===== src/rtl/regfile_wrback.sv =====
// regfile_wrback: register-file writeback arbiter; the pipeline write beats a long-latency response FIFO, with starvation hold.
// Optional busy scoreboard enabled by defining WB_SCOREBOARD_EN.
module regfile_wrback #(
  parameter int FIFO_DEPTH = 2,
  parameter int STARVE_LIM = 4
) (
  input  logic        clk,
  input  logic        cpurst_n,
  input  logic        mem2wb_wr_reg,
  input  logic [4:0]  mem2wb_wr_regindex,
  input  logic [31:0] mem2wb_wr_wdata,
  input  logic        lsu_rsp_valid,
  input  logic [4:0]  lsu_rsp_regindex,
  input  logic [31:0] lsu_rsp_wdata,
  output logic        lsu_rsp_ready,
  input  logic        issue_lng_valid,
  input  logic [4:0]  issue_lng_regindex,
  input  logic [4:0]  rs1_addr,
  input  logic [4:0]  rs2_addr,
  input  logic [4:0]  rs3_addr,
  output logic        rs1_busy,
  output logic        rs2_busy,
  output logic        rs3_busy,
  output logic        wb_hold,
  output logic        wb2regfile_wr_reg,
  output logic [4:0]  wb2regfile_wr_regindex,
  output logic [31:0] wb2regfile_wr_wdata
);
  localparam int AW = $clog2(FIFO_DEPTH);
  logic [36:0]   mem [FIFO_DEPTH];
  logic [AW-1:0] wr_ptr, rd_ptr;
  logic [AW:0]   count;
  logic [2:0]    starve;
  logic          empty, full, push, pop, sel_mem, fifo_wr;
  assign empty = count == '0;
  assign full = count == (AW+1)'(FIFO_DEPTH);
  assign lsu_rsp_ready = !full;
  assign push = lsu_rsp_valid && !full && |lsu_rsp_regindex;
  assign sel_mem = mem2wb_wr_reg && |mem2wb_wr_regindex;
  assign pop = !sel_mem && !empty;
  always_ff @(posedge clk)
    if (push) mem[wr_ptr] <= {lsu_rsp_regindex, lsu_rsp_wdata};
  always_ff @(posedge clk or negedge cpurst_n) begin
    if (!cpurst_n) begin
      wr_ptr <= '0;
      rd_ptr <= '0;
      count <= '0;
      starve <= '0;
      wb_hold <= 1'b0;
      fifo_wr <= 1'b0;
      wb2regfile_wr_reg <= 1'b0;
      wb2regfile_wr_regindex <= '0;
      wb2regfile_wr_wdata <= '0;
    end else begin
      wr_ptr <= wr_ptr + AW'(push);
      rd_ptr <= rd_ptr + AW'(pop);
      count <= count + (AW+1)'(push) - (AW+1)'(pop);
      wb2regfile_wr_reg <= sel_mem || pop;
      fifo_wr <= pop;
      if (sel_mem) {wb2regfile_wr_regindex, wb2regfile_wr_wdata} <= {mem2wb_wr_regindex, mem2wb_wr_wdata};
      else if (pop) {wb2regfile_wr_regindex, wb2regfile_wr_wdata} <= mem[rd_ptr];
      // counter saturates if upstream ignores the hold
      if (empty || pop) starve <= '0;
      else if (sel_mem && starve != 3'd7) starve <= starve + 3'd1;
      if (pop) wb_hold <= 1'b0;
      else if (!empty && sel_mem && starve >= 3'(STARVE_LIM - 1)) wb_hold <= 1'b1;
    end
  end
`ifdef WB_SCOREBOARD_EN
  logic [31:0] pending, clr_mask, set_mask;
  // clear after the FIFO result reaches the regfile; a same-cycle issue re-sets the bit
  assign clr_mask = fifo_wr ? 32'd1 << wb2regfile_wr_regindex : '0;
  assign set_mask = issue_lng_valid ? 32'd1 << issue_lng_regindex : '0;
  always_ff @(posedge clk or negedge cpurst_n)
    if (!cpurst_n) pending <= '0;
    else pending <= ((pending & ~clr_mask) | set_mask) & ~32'd1;
  assign rs1_busy = pending[rs1_addr];
  assign rs2_busy = pending[rs2_addr];
  assign rs3_busy = pending[rs3_addr];
`else
  logic unused_ok;
  assign unused_ok = ^{fifo_wr, issue_lng_valid, issue_lng_regindex, rs1_addr, rs2_addr, rs3_addr};
  assign rs1_busy = 1'b0;
  assign rs2_busy = 1'b0;
  assign rs3_busy = 1'b0;
`endif
endmodule

===== config.mk =====
export PLATFORM = sky130hd
export DESIGN_NAME = regfile_wrback
export DESIGN_NICKNAME = d
export VERILOG_FILES = /design/src/rtl/regfile_wrback.sv
export SDC_FILE = /design/constraint.sdc
export NUM_CORES = 1
export LEC_CHECK = 0
export CORE_ASPECT_RATIO = 0.75
export CORE_MARGIN = 5
export CORE_UTILIZATION = 45
export CTS_CLUSTER_SIZE = 30
export DETAILED_ROUTE_END_ITERATION = 8
export GPL_ROUTABILITY_DRIVEN = 0
export PLACE_DENSITY_LB_ADDON = 0.1
export SLEW_MARGIN = 20
export SYNTH_ARGS = -nofsm -noshare
export SYNTH_HDL_FRONTEND = slang
export SYNTH_SLANG_ARGS = --single-unit

===== constraint.sdc =====
create_clock -name clk -period 2.3 [get_ports clk]
set_clock_uncertainty 0.05 [all_clocks]
set_input_delay 0.46 -clock clk [delete_from_list [all_inputs] [get_ports clk]]
set_output_delay 0.46 -clock clk [all_outputs]
set_load 0.02 [all_outputs]

==> results.txt <==
STA puts the critical path data arrival time at 1.66 ns. The synthesized netlist contains 28 unique library cells. The static leakage is 2.76 nW. The critical path is of the flop to output pin type. The height of the die was 100 um. The first global-routing pass estimated 16.8 mm of wire.

The worst setup path is launched from a flop. In the post-synthesis netlist, the biggest area contributors are sky130_fd_sc_hd__edfxtp_1 46%, sky130_fd_sc_hd__dfrtp_1 24%, sky130_fd_sc_hd__mux2i_1 7.8%. The number of slew-limit violations in the final report came out at 0. The largest family of logic cells by synthesized area is compound AO/OA/AOI/OAI gates.

The register clock-pin slew on the reported worst setup and hold paths was 0.05 ns. The die outline area is 13,100 um^2. The cell area that synthesis handed to floorplanning was 4880 um^2. Summing the areas of all xor and xnor instances in the mapped netlist gives 0.538% of the synthesized area.

Sequential share of power: 35.9%. The tools report the element type at the critical path end as an output pin. Clock latency on the worst-skew pair, taken at its later pin, is 0.41 ns.

The count of clock tree sinks was 120. In this run, the combinational gates consume 31.3% of the power. The logs give 0 for the final count of hold timing violations and 0.00620 W for the internal portion of total power. The register with the most flip-flops in the layout has 74 of them.

A synthesized cell averages 13.0 um^2. The tools report the number of warnings printed during yosys synthesis as 0. For the number of placed I/O pins, the log shows 142.

IR analysis of the VDD net gives a maximum drop of 667 uV. Yosys mapped a number of flops with a built-in enable equal to 74. Multiplexer area fraction after synthesis: 7.79%.

The run gives 0 as the global-route congestion overflow total. The initial antenna violation count was 0. Summed over all failing endpoints, the final setup total negative slack is 0 ns.

The cell at the root of the clock tree is sky130_fd_sc_hd__clkbuf_16. Cell with the most instances after synthesis: sky130_fd_sc_hd__edfxtp_1. Entering global routing, the biggest net connects 53 pins. The run gives 1.79 ns as the data required time at the worst endpoint. For this run, the post-layout net count is 612. Slew at the pin with the worst max-slew slack: 0.608 ns.

Counting flops and latches in the post-synthesis netlist gives 120. The compound-cell area share of the yosys netlist is 9.82%, and the depth of the CTS H-tree is 4. The initial detailed-routing violation count was 131.

After detailed routing, the number of vias per cell comes to 4.99. Number of diodes: 0. The overall fraction of global-route tracks in use was 17.1%; the total number of placement rows was 32. Compared with the post-synthesis result, the final layout area differs by 42.0%. The share of the Yosys chip area taken by registers is 69.1%.

The synthesized design spends more area on one cell type than any other, namely sky130_fd_sc_hd__edfxtp_1. For this block, the via count after detailed routing is 3,271. For this run, the top clock speed supported by timing is 0.460 GHz. Once routing completed, OpenROAD measured the worst setup slack at 0.126 ns. For this design, the CTS-stage hold fixing added 0 buffers. Measured against its own limit, the worst slew margin works out to 59.5%.

The gate count of the mapped netlist was 375. Across all register-to-register paths, the minimum setup slack is 0.50 ns. For this run, the leading register cell type out of synthesis is sky130_fd_sc_hd__edfxtp_1. Of all nets on the critical path, the largest fanout is 6. The run gives 3,332 as the number of global-route vias before repair. The final layout contains routed wiring with a total length of 10.5 mm. Of the cells placed in the final design, the portion with a size suffix greater than 1 is 11.5%. Clock tree synthesis inserted a total of 17 buffers. The register name with the most flops was mem. The placeable core region was 10,500 um^2; the ratio of final minimum period to clock period was 94.5%. The logs give 32.8% for the clock share of power and 46.7% for the initial core utilization.

The run gives 4 as the first-pass iteration count of the detailed router. The remaining number of nets flagged by the antenna check after routing is 0. The wire-length estimate of the detail-placed layout is 7.17 mm.

The post-synthesis share of cell area spent on full adders, half adders and majority gates is 1.54%. The flow ran to the end, and the final reports show no timing, DRC or antenna violations. Setup repair after global routing left no endpoint under its margin. TritonCTS built the clock tree. The routed length per placed instance is 16.0 um, and the power per cell area is 1280 nW/um^2. The analysis attributes to net switching a power of 0.00265 W. The clock passes through at most 2 buffers. Of the total synthesized cell area, the portion taken by AND, OR, NAND and NOR gates is 7.51%. The count of max-cap constraint violations is 0, and the minimum setup slack after placement is -0.181 ns. In the routed design, unresolved DRC markers number 0. For this run, the number of standard cells in the final layout without fillers is 656. Sorting the synthesized cells by how often they occur yields 74 x sky130_fd_sc_hd__edfxtp_1, 46 x sky130_fd_sc_hd__dfrtp_1, 44 x sky130_fd_sc_hd__nor2_1. In this run switching power makes up 29.9% of total power. The width of the die was 130 um; the number of port buffers was 117. For the cell total after placement, the log shows 624. Final period demand of the worst path: 2.17 ns.

The path class of the tightest hold or removal check is primary input to async pin. Share of flip-flops with an asynchronous set or reset: 38.3%. Setup violations remaining at the end of the flow were counted as 0. Of the post-synthesis cell area, the dominant cell type holds 45.5%. The largest registers in the layout are mem (74), wb2regfile_wr_wdata (32), wb2regfile_wr_regindex (5).
[worst max-delay path: stages (launching register included)]
cell	delay, ns
sky130_fd_sc_hd__dfrtp_2	0.44
sky130_fd_sc_hd__inv_1	0.10
sky130_fd_sc_hd__nand2_1	0.11
sky130_fd_sc_hd__clkdlybuf4s50_1	0.61
[per-stage QoR]
step                      cell area, um^2  util [%]  hold slack [ns]  total power (W)
after floorplan                      4890         -            0.114          0.00487
after global placement               6270      60.0            0.468          0.00596
after detailed placement             6270      60.0            0.454          0.00602
after CTS                            6930      66.3          0.00939          0.00895
after global routing                 6930      66.3           0.0521          0.00932
final                                6930      66.3          0.00924          0.00885
[layout make-up]
cell class / instances / area [um^2]
clock inverters: 9 / 169
well taps: 136 / 170
multi-input cells: 228 / 1350
clock buffers: 23 / 488
fillers: 765 / 3520
repair buffers: 136 / 1360
flip-flops and latches: 120 / 3380
inverters: 4 / 15.0
[layer usage]
layer / GRT usage, % / part of all wire [%] / routed length [um]
met5: 0 / 0 / 0
met4: 7.91 / 1.4 / 144
met3: 6.06 / 9.0 / 948
met2: 26.0 / 45 / 4780
met1: 21.9 / 44 / 4650
[power groups by stage]
stage               logic, W  registers [W]  clock network (W)
floorplan            0.00141        0.00346                  0
detailed placement   0.00281        0.00322                  0
global route         0.00304        0.00323            0.00305
finish               0.00277        0.00318            0.00290
global placement     0.00277        0.00319                  0
CTS                  0.00283        0.00318            0.00294
[logic make-up after synthesis]
family,after synthesis
compound gates,86
xor+xnor,3
fa+ha+maj,6
buf+inv,29
flops,120
mux,38
other cells,1
simple gates,92
[repair_timing]
item	in CTS	in global routing
resized for setup	0	1
setup endpoints to repair	0	1
buffers inserted	0	0
endpoints found under the hold margin	0	0
[final timing paths]
| kind | start | cells past startpoint | endpoint |
|---|---|---|---|
| min in group clk | wb_hold | 2 | wb_hold |
| worst max-delay path | count[0] | 3 | lsu_rsp_ready |
| worst min-delay path | cpurst_n | 1 | wb2regfile_wr_wdata[31] |
| worst min register to register | wb_hold | 2 | wb_hold |
| max in group asynchronous | cpurst_n | 2 | count[0] |
| worst max register to register | count[1] | 6 | count[1] |
[cell usage in the layout (no fill, tap or decap), types with 2 or more instances in the layout]
| cell type | count |
|---|---|
| sky130_fd_sc_hd__a21oi_1 | 40 |
| sky130_fd_sc_hd__buf_12 | 4 |
| sky130_fd_sc_hd__buf_4 | 15 |
| sky130_fd_sc_hd__bufinv_16 | 5 |
| sky130_fd_sc_hd__clkbuf_1 | 2 |
| sky130_fd_sc_hd__clkbuf_16 | 17 |
| sky130_fd_sc_hd__clkbuf_8 | 4 |
| sky130_fd_sc_hd__clkdlybuf4s50_1 | 116 |
| sky130_fd_sc_hd__clkinv_2 | 3 |
| sky130_fd_sc_hd__conb_1 | 3 |
| sky130_fd_sc_hd__dfrtp_1 | 44 |
| sky130_fd_sc_hd__dfrtp_2 | 2 |
| sky130_fd_sc_hd__edfxtp_1 | 74 |
| sky130_fd_sc_hd__ha_1 | 4 |
| sky130_fd_sc_hd__ha_2 | 2 |
| sky130_fd_sc_hd__inv_1 | 4 |
| sky130_fd_sc_hd__mux2i_1 | 38 |
| sky130_fd_sc_hd__nand2_1 | 40 |
| sky130_fd_sc_hd__nor2_1 | 43 |
| sky130_fd_sc_hd__nor3_1 | 3 |
| sky130_fd_sc_hd__o21ai_0 | 38 |
| sky130_fd_sc_hd__or3_1 | 2 |
| sky130_fd_sc_hd__xor2_1 | 3 |
Power figures use the tool's default switching activity.
